==> config.mk <==
export PLATFORM = sky130hd
export DESIGN_NAME = request_unit
export DESIGN_NICKNAME = d
export VERILOG_FILES = /design/src/rtl/request_unit.sv
export SDC_FILE = /design/constraint.sdc
export NUM_CORES = 1
export LEC_CHECK = 0
export ABC_AREA = 1
export BUFFER_PORTS_ARGS = -buffer_cell sky130_fd_sc_hd__buf_2
export CAP_MARGIN = 30
export CORE_AREA = 2 2 128 130
export DETAILED_ROUTE_END_ITERATION = 7
export DIE_AREA = 0 0 130 132
export GPL_TIMING_DRIVEN = 0
export HOLD_SLACK_MARGIN = 0.15
export MAX_ROUTING_LAYER = met4
export PLACE_DENSITY_LB_ADDON = 0.08
export SETUP_SLACK_MARGIN = 0.1
export SYNTH_ARGS = -nofsm -noshare
export SYNTH_HDL_FRONTEND = slang
export SYNTH_SLANG_ARGS = --single-unit
==> constraint.sdc <==
create_clock -name CLK -period 0.8 [get_ports CLK]
set_clock_uncertainty 0.05 [all_clocks]
set_input_delay 0.16 -clock CLK [delete_from_list [all_inputs] [get_ports CLK]]
set_output_delay 0.16 -clock CLK [all_outputs]
set_load 0.05 [all_outputs]
==> src/rtl/request_unit.sv <==
// Memory request unit: registers data read/write requests and gates instruction fetch.
// Optional sub-word load/store steering is enabled by defining REQUEST_UNIT_SUBWORD_EN.

package request_unit_pkg;
    typedef enum logic [5:0] {
        CU_NOP,
        CU_LUI,
        CU_AUIPC,
        CU_JAL,
        CU_JALR,
        CU_BEQ,
        CU_BNE,
        CU_BLT,
        CU_BGE,
        CU_BLTU,
        CU_BGEU,
        CU_LB,
        CU_LH,
        CU_LW,
        CU_LBU,
        CU_LHU,
        CU_SB,
        CU_SH,
        CU_SW,
        CU_ADDI,
        CU_SLTI,
        CU_SLTIU,
        CU_XORI,
        CU_ORI,
        CU_ANDI,
        CU_SLLI,
        CU_SRLI,
        CU_SRAI,
        CU_ADD,
        CU_SUB,
        CU_SLL,
        CU_SLT,
        CU_SLTU,
        CU_XOR,
        CU_SRL,
        CU_SRA,
        CU_OR,
        CU_AND,
        CU_HALT
    } cuOPType;
endpackage

module request_unit
    import request_unit_pkg::*;
(
    input  logic        CLK,
    input  logic        nRST,
    input  logic        i_ready,
    input  logic        d_ready,
    input  cuOPType     cuOP,
    input  logic [31:0] dmmstorei,
    input  logic [31:0] dmmaddri,
    input  logic [31:0] imemaddri,
    input  logic [31:0] imemloadi,
    input  logic [31:0] dmmloadi,
    output logic        dmmRen,
    output logic        dmmWen,
    output logic        imemRen,
    output logic [31:0] dmmstoreo,
    output logic [31:0] dmmaddro,
    output logic [31:0] imemaddro,
    output logic [31:0] imemloado,
    output logic [31:0] dmmloado
);

    // One-hot request encoding: each request output is a flop bit, and
    // the two can never be set together.
    typedef enum logic [1:0] {
        ST_IDLE  = 2'b00,
        ST_READ  = 2'b01,
        ST_WRITE = 2'b10
    } state_t;

    state_t r_state;
    state_t w_next;
    logic   w_is_load;
    logic   w_is_store;

    assign w_is_load  = (cuOP inside {CU_LB, CU_LH, CU_LW, CU_LBU, CU_LHU});
    assign w_is_store = (cuOP inside {CU_SB, CU_SH, CU_SW});

    always_ff @(posedge CLK) begin
        if (!nRST) begin
            r_state <= ST_IDLE;
        end else begin
            r_state <= w_next;
        end
    end

    // Data completion has priority over a new instruction being presented.
    always_comb begin
        w_next = r_state;
        if (d_ready) begin
            w_next = ST_IDLE;
        end else if (i_ready) begin
            if (w_is_load) begin
                w_next = ST_READ;
            end else if (w_is_store) begin
                w_next = ST_WRITE;
            end else begin
                w_next = ST_IDLE;
            end
        end
    end

    assign dmmRen  = r_state[0];
    assign dmmWen  = r_state[1];
    assign imemRen = ~(r_state[0] | r_state[1]);

    assign imemaddro = imemaddri;
    assign imemloado = imemloadi;
    assign dmmaddro  = dmmaddri;

`ifdef REQUEST_UNIT_SUBWORD_EN
    logic [7:0]  w_byte;
    logic [15:0] w_half;

    always_comb begin
        case (dmmaddri[1:0])
            2'b00:   w_byte = dmmloadi[7:0];
            2'b01:   w_byte = dmmloadi[15:8];
            2'b10:   w_byte = dmmloadi[23:16];
            default: w_byte = dmmloadi[31:24];
        endcase
        w_half = dmmaddri[1] ? dmmloadi[31:16] : dmmloadi[15:0];
    end

    always_comb begin
        dmmstoreo = dmmstorei;
        dmmloado  = dmmloadi;
        case (cuOP)
            CU_SB:   dmmstoreo = {4{dmmstorei[7:0]}};
            CU_SH:   dmmstoreo = {2{dmmstorei[15:0]}};
            default: dmmstoreo = dmmstorei;
        endcase
        case (cuOP)
            CU_LB:   dmmloado = {{24{w_byte[7]}}, w_byte};
            CU_LBU:  dmmloado = {24'h000000, w_byte};
            CU_LH:   dmmloado = {{16{w_half[15]}}, w_half};
            CU_LHU:  dmmloado = {16'h0000, w_half};
            default: dmmloado = dmmloadi;
        endcase
    end
`else
    assign dmmstoreo = dmmstorei;
    assign dmmloado  = dmmloadi;
`endif

endmodule

==> summary.md <==
| Metric | Value |
|---|---|
| Ratio of cells with drive above 1 in the final layout | `0.958` |
| Pleak | `~1.6 nW` |
| Vias per std cell | `around 2.7` |
| YS warnings | `0` |
| CTS clk-pin slew, worst paths | `0.03 ns` |
| Most frequent cell after synthesis | `buf_4` |
| EDFF count, synth | `0` |
| WL/cell | `9.36 um` |
| Worst R2R Path Depth | `4` |
| Rel. slew slack | `0.828` |
| CTS Buf Count | `3` |
| DRT iter0 DRCs | `3` |
| Data arrival, critical path | `0.82 ns` |
| Pin count of the biggest net entering global routing | `5` |
| Synthesized instance count | `182` |
| I/O Buffers | `172` |
| Post-synth cell types | `9` |
| Layout Cells excl Fill | `575` |
| IO Pins | `333` |
| Antenna Nets Post-Route | `0` |
| Final Max Tran Viols | `0` |
| Core ar. | `0.0157 mm^2` |
| CTS root buf | `clkbuf_16` |
| RR Endpoint | `r_state[1]` |
| Achievable Freq | `roughly 0.97 GHz` |
| Filler cells | `1838` |
| Site Rows | `46` |
| GP Congestion | `0.638` |
| Crit start category | `flip-flop` |
| Critical Path End | `imemRen` |
| Initial Utilization | `0.0844` |
| Residual DRC | `0` |
| Via count | `1574` |
| Period Utilization, post-route | `1.28` |
| Maximum vdd ir drop | `0.000435 V` |
| Commonest cells in the netlist | `160 x buf_4, 6 x nand2_1, 5 x inv_1` |
| Final net count | `approximately 530` |
| Fraction of registers with async set/reset | `0` |
| TritonCTS clock tree | `done` |
| Worst slew pin tran | `about 0.26 ns` |
| Slowest cell delay on critical path | `around 0.34 ns` |
| Max H-tree Level | `1` |
| Antenna violations before repair | `0` |
| Mapped Area | `0.00133 mm^2` |
| Reg area | `approximately 48 um^2` |
| Diodes inserted | `0` |
| Max FFs per register | `2` |
| Gr usage total | `0.0547` |
| Type of the tightest min-delay check | `in -> reg` |
| R2R Path Start | `r_state[1]` |
| Area delta synth->final | `112%` |
| DIE HEIGHT | `132 um` |
| First-pass GRT wire length | `roughly 7100 um` |
| Required @ worst endpoint | `0.59 ns` |
| DR pass1 iterations | `2` |
| Failing checks | `negative setup slack` |
| Slowest cell on the critical path | `dfxtp_4` |
| Final setup violation count | `4` |
| Area fraction of the dominant cell type after synthesis | `0.906` |
| #FFs+latches synth | `2` |
| Max-cap viol count | `0` |
| Most flops, register | `r_state` |
| Critical path endpoint category | `primary output` |
| Clk sinks | `2` |
| Vias in the first global route | `between 1500 and 2000` |
| Crit path kind | `reg -> out` |
| Post-synthesis net count | `352` |
| Ranking of synthesized cells by area | `buf_4 91%, dfxtp_1 3.0%, nand2_1 1.7%` |
| Multi-input logic area | `83.8 um^2` |
| GR Overflow Total | `0` |
| Post-route minimum period | `roughly 1.0 ns` |
| Cell total after placement | `570` |
| Regs by FF count | `r_state (2)` |
| Sequential fraction of the synthesis area | `0.0302` |
| Post-layout instance area | `0.00281 mm^2` |
| Drt total wl | `5380 um` |
| Placed inst area | `around 0.0025 mm^2` |
| Final WS setup | `-0.227 ns` |
| Status | `complete, but fails checks` |
| Crit Path Max Fanout | `3` |
| CP startpoint | `r_state[1]` |
| Worst Hold Slack | `0.125 ns` |
| DIE AREA | `about 0.017 mm^2` |
| Worst skew pair latency | `about 0.22 ns` |
| FF-to-FF setup slack | `-0.02 ns` |
| Power density of the placed cells | `1270 mW/mm^2` |
| Clk buf depth | `2` |
| Final Hold Fails | `0` |
| Critical path, cell by cell | `nor2_4, buf_6` |
| Post-synthesis average cell area | `roughly 7.3 um^2` |
| Top_reg_cell synth | `dfxtp_1` |
| Yosys top cell by area | `buf_4` |
| RSZ-0062 raised after global routing | `true` |
| Die Span X | `130 um` |
[power by group]
part	internal (mW)	switching (mW)	total [mW]
combinational	0.911	1.80	2.71
clock	0.636	0.119	0.756
sequential	0.0973	0.00385	0.101
[area by class of cell]
type	count	share of cell area
buffer	160	0.428
sequential	2	0.0169
timing repair buffer	174	0.396
clock buffer	3	0.0267
tap	216	0.0963
multi-input combinational	15	0.0299
inverter	5	0.00668
[how the worst min path moves through the flow]
stage	end	slack, ns	cells after the start	startpoint
6_report	r_state[0]	0.12	2	i_ready
5_1_grt	r_state[0]	0.14	2	i_ready
4_1_cts	r_state[0]	0.12	2	i_ready
3_5_place_dp	r_state[0]	0.34	2	i_ready
3_3_place_gp	r_state[0]	0.35	2	i_ready
2_1_floorplan	r_state[0]	0.19	1	i_ready
[cell usage in the layout (no fill, tap or decap), types with 2 or more instances in the layout]
cell	instances
a21oi_2	2
buf_2	84
buf_4	181
buf_6	2
clkbuf_16	3
clkbuf_4	66
dfxtp_4	2
inv_1	5
nand2_1	5
nor2_1	3
[per-layer routing]
metal | share of wire | wire (um) | vias up | GRT usage
met2 | 0.65 | 3490 | 164 | 0.135
met1 | 0.21 | 1120 | 665 | 0.0313
met3 | 0.14 | 736 | 3 | 0.0134
li1 | - | - | 742 | -
met4 | 0.0054 | 29 | 0 | 0.00896
met5 | 0 | 0 | - | -
[worst max-delay path: cells and delay by family (launching register included)]
| kind | cells | cell delay, ns |
|---|---|---|
| DFF | 1 | 0.34 |
| and+or+nand+nor | 1 | 0.10 |
| buffers and inverters | 1 | 0.15 |
[stage by stage]
stage / setup slack (ns) / util / total power [mW] / setup TNS [ns]
after floorplan: -0.101 / - / 2.29 / -0.101
after global placement: -0.0944 / 0.158 / 2.72 / -0.173
after detailed placement: -0.0926 / 0.158 / 2.71 / -0.154
after CTS: -0.235 / 0.167 / 3.53 / -0.588
after global routing: -0.257 / 0.179 / 3.72 / -0.701
final: -0.227 / 0.179 / 3.57 / -0.587
[cells by family after synthesis]
logic type	count (synthesis)	share of synthesized area
buffers and inverters	165	0.920
and+or+nand+nor	11	0.0321
DFF	2	0.0302
AOI/OAI and AO/OA	4	0.0179
[timing repair]
item | in CTS | in global routing
pin swaps | 1 | 0
buffers inserted | 1 | 1
gates resized for setup | 28 | 67
hold endpoints to repair | 1 | 1
setup endpoints to repair | 23 | 70
cloned | 0 | 0
No activity file was read; power rests on OpenSTA's default activity.
